[src/rtl/painterengine_gpu_scanout_fetcher.sv]
// Frame scanout fetch controller: walks a framebuffer line by line and issues
// DMA reader bursts whenever the pixel FIFO has room for the whole burst.
module painterengine_gpu_scanout_fetcher #(
    parameter int BLOCK_WORDS      = 32,
    parameter int FIFO_COUNT_WIDTH = 8
) (
    input  logic                        i_wire_clock,
    input  logic                        i_wire_reset,
    input  logic                        i_wire_enable,
    input  logic                        i_wire_continuous,
    input  logic                        i_wire_frame_start,
    input  logic [31:0]                 i_wire_image_address,
    input  logic [31:0]                 i_wire_image_stride,
    input  logic [15:0]                 i_wire_clip_width,
    input  logic [15:0]                 i_wire_clip_height,
    input  logic [1:0]                  i_wire_pixel_size_log2,
    input  logic [FIFO_COUNT_WIDTH-1:0] i_wire_fifo_free_count,
    output logic [31:0]                 o_wire_reader_address,
    output logic [31:0]                 o_wire_reader_length,
    output logic                        o_wire_reader_resetn,
    input  logic                        i_wire_reader_done,
    input  logic                        i_wire_reader_error,
    output logic                        o_wire_busy,
    output logic                        o_wire_frame_done,
    output logic [31:0]                 o_wire_state
);

    localparam logic [2:0] S_IDLE       = 3'd0;
    localparam logic [2:0] S_WAIT_FRAME = 3'd1;
    localparam logic [2:0] S_CALC       = 3'd2;
    localparam logic [2:0] S_WAIT_SPACE = 3'd3;
    localparam logic [2:0] S_STREAMING  = 3'd4;
    localparam logic [2:0] S_CHECK      = 3'd5;
    localparam logic [2:0] S_DONE       = 3'd6;
    localparam logic [2:0] S_ERROR      = 3'd7;

    localparam logic [17:0] BLOCK_LEN = 18'(BLOCK_WORDS);

    logic [2:0]  r_state;
    logic        r_error_flag;
    logic [15:0] r_line;
    logic [15:0] r_width;
    logic [15:0] r_height;
    logic [1:0]  r_size_log2;
    logic [31:0] r_line_base;
    logic [31:0] r_stride;
    logic [17:0] r_word_x;
    logic [31:0] r_address;
    logic [31:0] r_length;
    logic        r_resetn;
    logic        r_frame_done;

    logic [17:0] w_line_bytes;
    logic [17:0] w_line_words;
    logic [17:0] w_remaining;
    logic [17:0] w_burst_len;
    logic [17:0] w_word_x_next;
    logic [15:0] w_line_next;
    logic [32:0] w_free_ext;
    logic        w_space_ok;

    // Line length in words is derived from latched config each cycle; shifts only.
    assign w_line_bytes  = {2'b00, r_width} << r_size_log2;
    assign w_line_words  = (w_line_bytes + 18'd3) >> 2;
    assign w_remaining   = w_line_words - r_word_x;
    assign w_burst_len   = (w_remaining > BLOCK_LEN) ? BLOCK_LEN : w_remaining;
    assign w_word_x_next = r_word_x + r_length[17:0];
    assign w_line_next   = r_line + 16'd1;
    assign w_free_ext    = 33'(i_wire_fifo_free_count);
    assign w_space_ok    = w_free_ext >= {1'b0, r_length};

    always_ff @(posedge i_wire_clock or posedge i_wire_reset) begin
        if (i_wire_reset) begin
            r_state      <= S_IDLE;
            r_error_flag <= 1'b0;
            r_line       <= 16'd0;
            r_width      <= 16'd0;
            r_height     <= 16'd0;
            r_size_log2  <= 2'd0;
            r_line_base  <= 32'd0;
            r_stride     <= 32'd0;
            r_word_x     <= 18'd0;
            r_address    <= 32'd0;
            r_length     <= 32'd0;
            r_resetn     <= 1'b0;
            r_frame_done <= 1'b0;
        end else begin
            r_frame_done <= 1'b0;
            if (!i_wire_enable) begin
                // Abandons any in-flight burst and clears a sticky error.
                r_state      <= S_IDLE;
                r_resetn     <= 1'b0;
                r_error_flag <= 1'b0;
            end else begin
                case (r_state)
                    S_IDLE: r_state <= S_WAIT_FRAME;
                    S_WAIT_FRAME: begin
                        if (i_wire_frame_start) begin
                            r_line_base <= i_wire_image_address;
                            r_stride    <= i_wire_image_stride;
                            r_width     <= i_wire_clip_width;
                            r_height    <= i_wire_clip_height;
                            r_size_log2 <= (i_wire_pixel_size_log2 == 2'd3) ? 2'd2
                                                                            : i_wire_pixel_size_log2;
                            r_line      <= 16'd0;
                            r_word_x    <= 18'd0;
                            if (i_wire_clip_width == 16'd0 || i_wire_clip_height == 16'd0) begin
                                r_state      <= S_DONE;
                                r_frame_done <= 1'b1;
                            end else begin
                                r_state <= S_CALC;
                            end
                        end
                    end
                    S_CALC: begin
                        r_address <= r_line_base + {12'd0, r_word_x, 2'b00};
                        r_length  <= {14'd0, w_burst_len};
                        r_state   <= S_WAIT_SPACE;
                    end
                    S_WAIT_SPACE: begin
                        if (w_space_ok) begin
                            r_resetn <= 1'b1;
                            r_state  <= S_STREAMING;
                        end
                    end
                    S_STREAMING: begin
                        if (i_wire_reader_error) begin
                            r_resetn     <= 1'b0;
                            r_error_flag <= 1'b1;
                            r_state      <= S_ERROR;
                        end else if (i_wire_reader_done) begin
                            r_resetn <= 1'b0;
                            r_word_x <= w_word_x_next;
                            r_state  <= S_CHECK;
                        end
                    end
                    S_CHECK: begin
                        if (r_word_x < w_line_words) begin
                            r_state <= S_CALC;
                        end else begin
                            r_line      <= w_line_next;
                            r_line_base <= r_line_base + r_stride;
                            r_word_x    <= 18'd0;
                            if (w_line_next == r_height) begin
                                r_frame_done <= 1'b1;
                                r_state      <= S_DONE;
                            end else begin
                                r_state <= S_CALC;
                            end
                        end
                    end
                    S_DONE: begin
                        if (i_wire_continuous)
                            r_state <= S_WAIT_FRAME;
                    end
                    S_ERROR: r_resetn <= 1'b0;
                endcase
            end
        end
    end

    assign o_wire_reader_address = r_address;
    assign o_wire_reader_length  = r_length;
    assign o_wire_reader_resetn  = r_resetn;
    assign o_wire_frame_done     = r_frame_done;
    assign o_wire_busy           = (r_state == S_CALC) || (r_state == S_WAIT_SPACE) ||
                                   (r_state == S_STREAMING) || (r_state == S_CHECK);
    assign o_wire_state          = {12'd0, r_line, r_error_flag, r_state};

endmodule

[config.mk]
export PLATFORM = sky130hd
export DESIGN_NAME = painterengine_gpu_scanout_fetcher
export DESIGN_NICKNAME = d
export VERILOG_FILES = /design/src/rtl/painterengine_gpu_scanout_fetcher.sv
export SDC_FILE = /design/constraint.sdc
export NUM_CORES = 1
export LEC_CHECK = 0
export BUFFER_PORTS_ARGS = -buffer_cell sky130_fd_sc_hd__buf_2
export CAP_MARGIN = 30
export CORE_ASPECT_RATIO = 0.6
export CORE_MARGIN = 2
export CORE_UTILIZATION = 53
export DETAILED_ROUTE_END_ITERATION = 7
export GPL_ROUTABILITY_DRIVEN = 1
export PLACE_DENSITY = 0.78
export SLEW_MARGIN = 25
export SYNTH_ARGS = -nofsm -noshare
export SYNTH_HDL_FRONTEND = slang
export SYNTH_SLANG_ARGS = --single-unit
[constraint.sdc]
create_clock -name i_wire_clock -period 5.5 [get_ports i_wire_clock]
set_input_delay 0.55 -clock i_wire_clock [delete_from_list [all_inputs] [get_ports i_wire_clock]]
set_output_delay 0.55 -clock i_wire_clock [all_outputs]
set_load 0.005 [all_outputs]
==> impl_metrics.json, run 1 <==
{
  "irDropWorstVdd_uv": 257.8,
  "die_x_microns": 208.2,
  "row_count": 44,
  "dpl_cell_area_sq_um": 14380,
  "synth_top_family_by_area": "compound AO/OA/AOI/OAI gates",
  "hold_class": "primary input to asynchronous set/reset pin",
  "synth_fa_ha_area_frac": 0.09189,
  "die_h_microns": 126.5,
  "fin_setup_tns_ps": 0,
  "synth-simple-area-share": 0.1592,
  "crit_chain": "buf_4 -> mux2_2 -> o21ai_0 -> nor4b_4 -> nand4_1 -> nor3_1 -> nand2_1 -> xor2_1 -> ha_1 -> nand3_1 -> or3_1 -> nor3_1 -> nor4_1 -> o21a_1 -> a211o_4 -> buf_12 -> o31ai_1",
  "clkLatencyLatePin_ps": 460,
  "vias": 11550,
  "grt_antenna_before_repair": 8,
  "grt_max_degree": 110,
  "dr.pass1.iters": 5,
  "pwr-share-seq": 0.277,
  "dp.cells": 1919,
  "finish.instance_area_sq_um": 15010,
  "grt_usage": 0.2816,
  "crit_slowest_cell": "a211o_4",
  "fillerInstances": 2145,
  "critPathTopFamily": "simple AND/OR/NAND/NOR gates",
  "hold_violations": 0,
  "drc": 0,
  "clkTransAtPathRegs_ps": 70,
  "leakage_nw": 7.105,
  "io_buffer_count": 185,
  "ys_seq_area_frac": 0.3547,
  "hpwl_mm": 28.06,
  "swShare": 0.4589,
  "area_growth_pct": 13.19,
  "drv_cap": 0,
  "first_global_vias": 10660,
  "ys_ff_latch": 188,
  "syn_area_per_cell_sq_um": 9.065,
  "critical_path.endpoint_type": "flop",
  "fin_nets": 1826,
  "fin_crit_ps": 5093,
  "fin_crit_sh": 0.9260,
  "grt_pass1_wl_mm": 58.27,
  "cts_hold_buf": 0,
  "syn_area_sq_um": 13260,
  "synth_edf_count": 0,
  "power_frac_comb": 0.572,
  "antenna_left": 0,
  "synth_xor_area_frac": 0.07462,
  "netlist-cell-type-count": 79,
  "start_kind": "flop",
  "drt-initial-drc-count": 1002,
  "ys_warn_count": 0,
  "setup_ws_ps": 406.9,
  "rsz0062_at_grt": "no",
  "cts_tree": "done",
  "stdcell_count": 1956,
  "grt.overflow.total": 0,
  "io_pins": 212,
  "critPathMaxStageDelay_ps": 530,
  "core-area_sq_um": 24390,
  "finalSetupViolCount": 0,
  "final_layout_size_suffix_gt1_frac": 0.2072,
  "ys.flop_type": "dfrtp_1",
  "power_per_cell_area_nw_per_um2": 574.1,
  "slew_viol_final": 0,
  "numCtsBuffers": 17,
  "die_area_sq_um": 26350,
  "netlist_instances": 1463,
  "cp.required_ps": 5860,
  "cts.htree.levels": 4,
  "path_buf_inv": 2,
  "internal_power_w": 0.004663,
  "cts-root-buf": "clkbuf_16",
  "p_switching_w": 0.003955,
  "cp.arrival_ps": 5450,
  "wl_mm": 37.48,
  "pwr-share-clk": 0.150,
  "status": "finished clean",
  "hold_ws_ps": 65.36,
  "slew_headroom": 0.4198,
  "path_common_cell": "nor3_1",
  "wire_per_inst_microns": 19.16,
  "async_flop_share": 1.000,
  "crit_type": "flop to flop",
  "max_freq_mhz": 196.3,
  "gp_congestion": 0.9504,
  "start_util": 0.5438,
  "pre_cts_slack_ps": 59.11,
  "vias_per_cell": 5.905,
  "cts_sinks": 188,
  "clockBufferDepth": 2,
  "synth_compound_area_frac": 0.1814,
  "synth.mux.area_fraction": 0.08585,
  "tightestPinTransition_ps": 870.3,
  "cp_max_fo": 33,
  "clock_skew_ps": 11.64
}
cell type report:
type                    instances  area [sq um]  share of cell area
diodes                          3         7.507           0.0005001
inverters                      59         225.2             0.01500
flip-flops and latches        188          4707              0.3136
well taps                     322         402.9             0.02684
multi-input cells            1153          8004              0.5332
repair buffers                199          1069             0.07118
clock buffers                  18         439.2             0.02925
clock inverters                14         157.7             0.01050
power by group through the flow:
stage / Sequential, W / Clock [W] / Combinational (W)
5_1_grt: 0.00246 / 0.00137 / 0.00543
3_5_place_dp: 0.00239 / 0 / 0.00475
4_1_cts: 0.00237 / 0.00131 / 0.00480
2_1_floorplan: 0.00217 / 0 / 0.00376
3_3_place_gp: 0.00237 / 0 / 0.00466
6_report: 0.00239 / 0.00129 / 0.00493
flip-flops by register name, summed over array words and instances (netlist names), 2 cells and up:
register and flops:
r_width 16, o_wire_reader_length 18, r_height 16, r_state 3
o_wire_reader_address 32, r_line_base 32, r_size_log2 2, r_line 16
r_stride 32, r_word_x 18
placed cells by master (no fill, tap or decap), types with 22 or more instances in the layout:
master	Yosys	final
xor2_1	57	57
xnor2_1	56	56
ha_1	91	90
mux2i_1	26	26
conb_1	1	26
nor2_1	96	96
nand3_1	30	29
buf_2	12	185
dfrtp_1	188	186
a21oi_1	84	84
mux2_2	76	76
nand2_1	162	160
o21ai_0	123	123
inv_1	58	57
nor3_1	24	24
o31ai_1	22	22
through the flow:
step	power, W	utilization
after floorplan	0.005936	-
after global placement	0.007029	0.5886
after detailed placement	0.007148	0.5894
after CTS	0.008481	0.6139
after global routing	0.009261	0.6152
final	0.008618	0.6155
kinds of logic after synthesis:
family                     count (synthesis)
AOI/OAI and AO/OA                        374
buffers and inverters                    148
other                                      1
xor gates and xnor gates                 113
and+or+nand+nor                          441
muxes                                    103
DFF                                      188
adders and majority gates                 95
path summary, 6_finish.rpt:
kind	startpoint	to	cells after the start	slack (ps)
worst min-delay path	i_wire_reset	o_wire_reader_address[21]	2	70
worst max register to register	r_size_log2[0]	r_line_base[17]	17	410
max in group asynchronous	i_wire_reset	r_size_log2[0]	3	4490
min in group i_wire_clock	i_wire_image_stride[2]	r_stride[2]	2	310
worst max-delay path	r_size_log2[0]	r_line_base[17]	17	410
worst min register to register	o_wire_reader_address[22]	o_wire_reader_address[22]	2	480
worst register-to-register path: cells and delay by family, from the launching register on:
family	cells	cell delay (ps)
flops	1	490
mux	1	240
fa+ha+maj	1	450
compound gates	4	1260
xor+xnor	1	170
simple gates	8	1950
buf+inv	2	450
what timing repair did:
action,in CTS,in global routing
resized for setup,0,6
setup endpoints to repair,0,65
buffers inserted,0,1
synth_stat cells, types with 7 or more instances:
library cell | instances | area, sq um
dfrtp_1 | 188 | 4705
nand2_1 | 162 | 608.1
o21ai_0 | 123 | 615.6
nor2_1 | 96 | 360.4
ha_1 | 91 | 1139
a21oi_1 | 84 | 420.4
mux2_2 | 76 | 855.8
inv_1 | 58 | 217.7
xor2_1 | 57 | 499.2
xnor2_1 | 56 | 490.5
clkbuf_1 | 40 | 150.1
nand3_1 | 30 | 150.1
buf_4 | 29 | 217.7
mux2i_1 | 26 | 260.3
nor3_1 | 24 | 120.1
o31ai_1 | 22 | 165.2
and2_1 | 20 | 125.1
o21a_1 | 20 | 150.1
a21o_1 | 19 | 142.6
a211oi_1 | 18 | 135.1
nor2b_1 | 17 | 106.4
and3_1 | 16 | 100.1
nor4_1 | 15 | 93.84
nand2b_1 | 13 | 81.33
a31oi_1 | 12 | 75.07
buf_2 | 12 | 60.06
nand4_1 | 10 | 62.56
o221ai_1 | 9 | 78.83
o21bai_1 | 7 | 52.55
metal layers:
metal / wire length (microns) / vias up / global-route usage
met1: 18600 / 5529 / 0.4390
met4: 462 / 10 / 0.05036
met3: 3579 / 45 / 0.07650
met5: 66 / - / 0
li1: - / 5509 / -
met2: 14770 / 458 / 0.3884
Note: power is estimated with default switching activity, not from simulation.
==> inputs of run 2 (changes only) <==
Settings changed: CELL_PAD_IN_SITES_DETAIL_PLACEMENT set to 2, CELL_PAD_IN_SITES_GLOBAL_PLACEMENT set to 2, CORE_UTILIZATION 53 to 32, PLACE_DENSITY 0.78 to unset, PLACE_DENSITY_LB_ADDON set to 0.1.
==> impl_metrics.json, run 2 (same netlist as run 1, synthesis figures left out) <==
{
  "grt_max_degree": 140,
  "grt_pass1_wl_mm": 72.13,
  "finalSetupViolCount": 0,
  "drt-initial-drc-count": 529,
  "row_count": 57,
  "die_x_microns": 266.8,
  "hold_class": "primary input to asynchronous set/reset pin",
  "multi_input_area_sq_um": 7994,
  "power_per_cell_area_nw_per_um2": 583.3,
  "grt_antenna_before_repair": 3,
  "grt_usage": 0.2169,
  "hold_violations": 0,
  "final_layout_size_suffix_gt1_frac": 0.2097,
  "wl_met3_mm": 1.611,
  "die_h_microns": 161.7,
  "critical_path.endpoint_type": "flop",
  "wl_mm": 46.35,
  "wl_met2_mm": 19.71,
  "vias": 11520,
  "clockBufferDepth": 2,
  "core-area_sq_um": 40650,
  "first_global_vias": 12180,
  "cp.arrival_ps": 5480,
  "highest_layer": "met5",
  "cts_sinks": 188,
  "fin_nets": 1832,
  "start_util": 0.3263,
  "irDropWorstVdd_uv": 192.3,
  "clock_skew_ps": 14.34,
  "io_pins": 212,
  "dp.cells": 2132,
  "stdcell_count": 2168,
  "slew_viol_final": 0,
  "finish.instance_area_sq_um": 15330,
  "design_power_total_w": 0.008939,
  "cp_max_fo": 84,
  "crit_type": "flop to flop",
  "fillerInstances": 4576,
  "regArea_sq_um": 4706,
  "cts.htree.levels": 4,
  "dr.pass1.iters": 5,
  "start_kind": "flop",
  "cts_tree": "done",
  "vias_per_cell": 5.313,
  "tightestPinTransition_ps": 983.4,
  "clkTransAtPathRegs_ps": 80,
  "final_common_cell": "dfrtp_1",
  "fin_crit_ps": 5113,
  "fin_crit_sh": 0.9296,
  "cp.required_ps": 5870,
  "slew_headroom": 0.3444,
  "die_area_sq_um": 43140,
  "rsz0062_at_grt": "no",
  "numCtsBuffers": 17,
  "max_freq_mhz": 195.6,
  "hpwl_mm": 35.86,
  "clkLatencyLatePin_ps": 460,
  "area_growth_pct": 15.56,
  "drc": 0,
  "drv_cap": 0,
  "dpl_cell_area_sq_um": 14650,
  "status": "finished clean",
  "wire_per_inst_microns": 21.38,
  "antenna_left": 0,
  "gp_congestion": 0.8352,
  "grt.overflow.total": 0,
  "io_buffer_count": 185,
  "leakage_nw": 7.143,
  "cts-root-buf": "clkbuf_16",
  "met1_length_mm": 24.50,
  "final_cell_mix": "187 x dfrtp_1, 185 x buf_2, 160 x nand2_1"
}
run 2: changes by cell type in the layout (fill, tap and decap cells not counted), sizes merged, moves of 2 or more:
cell,change
buf,+7
inv,-3
diode,-2
clkbuf,+2
run 2: final cells by class:
cell class / instances / share of cell area
Tap cell: 531 / 0.04335
Inverter: 59 / 0.01470
Timing Repair Buffer: 206 / 0.07233
Clock buffer: 20 / 0.03045
Clock inverter: 11 / 0.01037
Sequential cell: 188 / 0.3070
Multi-Input combinational cell: 1152 / 0.5216
Antenna cell: 1 / 0.0001633
run 2: per-layer routing:
metal | vias to the layer above | global-route usage
met4 | 2 | 0.04928
li1 | 5492 | -
met1 | 5829 | 0.3302
met5 | - | 0
met3 | 25 | 0.03305
met2 | 171 | 0.3202
run 2: worst max-delay path, stage by stage, from the launching register on:
cell and delay, ps:
dfrtp_2 510, buf_4 210, mux2i_1 150, nand2_1 80, o21ai_0 240, nor4b_4 380, nand4_1 180, nor3_2 260
nand2_1 140, xor2_1 160, ha_1 470, nand3_1 150, or3_1 420, nor3_1 290, nor4_1 110, o21a_1 170
a211o_2 360, buf_12 220, nor2_4 260, nand2_1 70, o21ai_0 170
run 2: timing repair:
action	CTS	global route
gates resized for setup	1	4
endpoints found under the setup margin	6	25
pin swaps	0	1
buffers inserted	0	4
hold buffers	0	0
run 2: worst paths after layout:
path                                           start                         to  slack [ps]  cells after the start
setup / recovery                      r_size_log2[0]                  r_line[5]         390                     20
hold / removal                          i_wire_reset                  r_line[0]          80                      2
setup reg to reg                      r_size_log2[0]                  r_line[5]         390                     20
hold reg to reg            o_wire_reader_address[25]  o_wire_reader_address[25]         480                      2
max in group asynchronous               i_wire_reset             r_size_log2[0]        3970                      4
min in group i_wire_clock    i_wire_image_stride[19]               r_stride[19]         320                      2
run 2: metrics by stage:
step	setup WS (ps)	hold WS, ps	setup TNS (ps)	util
finish	387.4	82.57	0	0.3770
global route	6.051	93.38	0	0.3769
CTS	79.14	67.22	0	0.3759
detailed placement	-16.22	471.6	-16.22	0.3605
global placement	285.3	455.2	0	0.3605
floorplan	792.5	473.3	0	-
run 2: where the power goes:
part	switching, W	internal, W
sequential	0.000542	0.00187
clock	0.000617	0.000759
combinational	0.00303	0.00212
total	0.00419	0.00475
==> inputs of run 3 (changes only) <==
Settings changed: GPL_TIMING_DRIVEN set to 0.
==> impl_metrics.json, run 3 (same netlist as run 1, synthesis figures left out) <==
{
  "fin_crit_sh": 0.9526,
  "core-area_sq_um": 40650,
  "grt_max_degree": 29,
  "cp.required_ps": 5790,
  "wire_per_inst_microns": 22.32,
  "critPathMaxStageDelay_ps": 370,
  "wl_mm": 50.15,
  "crit_slowest_cell": "o2111a_2",
  "cp.arrival_ps": 5530,
  "cts.htree.levels": 4,
  "hold_violations": 0,
  "drt-initial-drc-count": 651,
  "gp_congestion": 0.8643,
  "cts-root-buf": "clkbuf_16",
  "max_freq_mhz": 190.9,
  "die_h_microns": 161.7,
  "hpwl_mm": 40.48,
  "clkTransAtPathRegs_ps": 80,
  "vias_per_cell": 5.287,
  "start_kind": "flop",
  "final_common_cell": "buf_2",
  "first_global_vias": 12790,
  "cp_max_fo": 10,
  "fin_crit_ps": 5239,
  "design_power_total_w": 0.009283,
  "slew_viol_final": 0,
  "status": "finished clean",
  "numCtsBuffers": 17,
  "critPathTopFamily": "compound AO/OA/AOI/OAI gates",
  "grt_usage": 0.2372,
  "final_layout_size_suffix_gt1_frac": 0.2305,
  "antenna_left": 0,
  "path_buf_inv": 3,
  "fin_setup_tns_ps": 0,
  "grt.overflow.total": 0,
  "cts_hold_buf": 0,
  "power_per_cell_area_nw_per_um2": 582.8,
  "tightestPinTransition_ps": 1003,
  "clkLatencyLatePin_ps": 460,
  "clockBufferDepth": 2,
  "cts_sinks": 188,
  "vias": 11880,
  "leakage_nw": 7.444,
  "critical_path.endpoint_type": "flop",
  "area_growth_pct": 20.09,
  "grt_pass1_wl_mm": 78.00,
  "hold_class": "primary input to asynchronous set/reset pin",
  "io_pins": 212,
  "finalSetupViolCount": 0,
  "die_x_microns": 266.8,
  "cts_tree": "done",
  "irDropWorstVdd_uv": 182.1,
  "final_cell_mix": "196 x buf_2, 188 x dfrtp_1, 161 x nand2_1",
  "die_area_sq_um": 43140,
  "row_count": 57,
  "slew_headroom": 0.3311,
  "grt_antenna_before_repair": 2,
  "hold_ws_ps": 148.7,
  "crit_chain": "buf_4 -> buf_6 -> nand3b_1 -> o21ai_1 -> nand4b_1 -> nor4b_4 -> nand4_1 -> nor3_2 -> nand2_2 -> buf_4 -> xor2_4 -> ha_4 -> a21oi_1 -> nor3b_1 -> a31oi_1 -> o221ai_2 -> a2111oi_4 -> o2111ai_2 -> a2111oi_4 -> o2111a_2 -> a32oi_1",
  "stdcell_count": 2247,
  "drv_cap": 0,
  "dp.cells": 2211,
  "crit_type": "flop to flop",
  "start_util": 0.3263,
  "fin_nets": 1911,
  "clock_skew_ps": 11.71,
  "drc": 0,
  "io_buffer_count": 184,
  "dr.pass1.iters": 5
}
run 3: per-stage QoR:
stage	setup slack, ps	util	area, sq um
floorplan	792.5	-	13360
global placement	-1009	0.3677	14950
detailed placement	-1101	0.3714	15100
CTS	13.68	0.3880	15770
global route	-45.79	0.3917	15920
finish	260.9	0.3918	15930
run 3: where the power goes:
| part | total (W) | switching (W) | internal [W] |
|---|---|---|---|
| Sequential | 0.00232 | 0.000453 | 0.00187 |
| Clock | 0.00134 | 0.000624 | 0.000720 |
| Combinational | 0.00562 | 0.00338 | 0.00223 |
| Total | 0.00928 | 0.00446 | 0.00482 |
run 3: per-layer routing:
layer	GRT usage	routed length, microns
met1	0.3663	26800
met2	0.3562	21400
met3	0.02896	1543
met4	0.04060	402
met5	0	0
run 3: final cells by class:
type	count	area [sq um]
inverters	59	225.2
fillers	4534	24720
diodes	2	5.005
plain buffers	85	469.2
repair buffers	200	1134
clock inverters	12	165.2
well taps	531	664.4
clock buffers	18	429.2
flip-flops and latches	188	4705
multi-input cells	1152	8132
run 3: worst register-to-register path, cell delays in order, from the launching register on:
cell	delay, ps
dfrtp_1	360
buf_4	170
buf_6	150
nand3b_1	160
o21ai_1	140
nand4b_1	230
nor4b_4	340
nand4_1	210
nor3_2	270
nand2_2	140
buf_4	200
xor2_4	270
ha_4	290
a21oi_1	180
nor3b_1	90
a31oi_1	310
o221ai_2	210
a2111oi_4	310
o2111ai_2	210
a2111oi_4	350
o2111a_2	370
a32oi_1	140
run 3: final timing paths:
kind                                        endpoint  slack [ps]  cells after the start                 startpoint
setup / recovery             o_wire_reader_length[5]         260                     21             r_size_log2[0]
hold / removal                             r_line[5]         150                      2               i_wire_reset
setup reg to reg             o_wire_reader_length[5]         260                     21             r_size_log2[0]
hold reg to reg            o_wire_reader_address[29]         480                      2  o_wire_reader_address[29]
max in group asynchronous  o_wire_reader_address[13]        4170                      6               i_wire_reset
min in group i_wire_clock               r_stride[18]         330                      2    i_wire_image_stride[18]
run 3: repair_timing:
| action | in CTS | in global routing |
|---|---|---|
| pin swaps | 6 | 10 |
| setup endpoints to repair | 74 | 72 |
| gates resized for setup | 21 | 23 |
| buffers inserted | 3 | 5 |
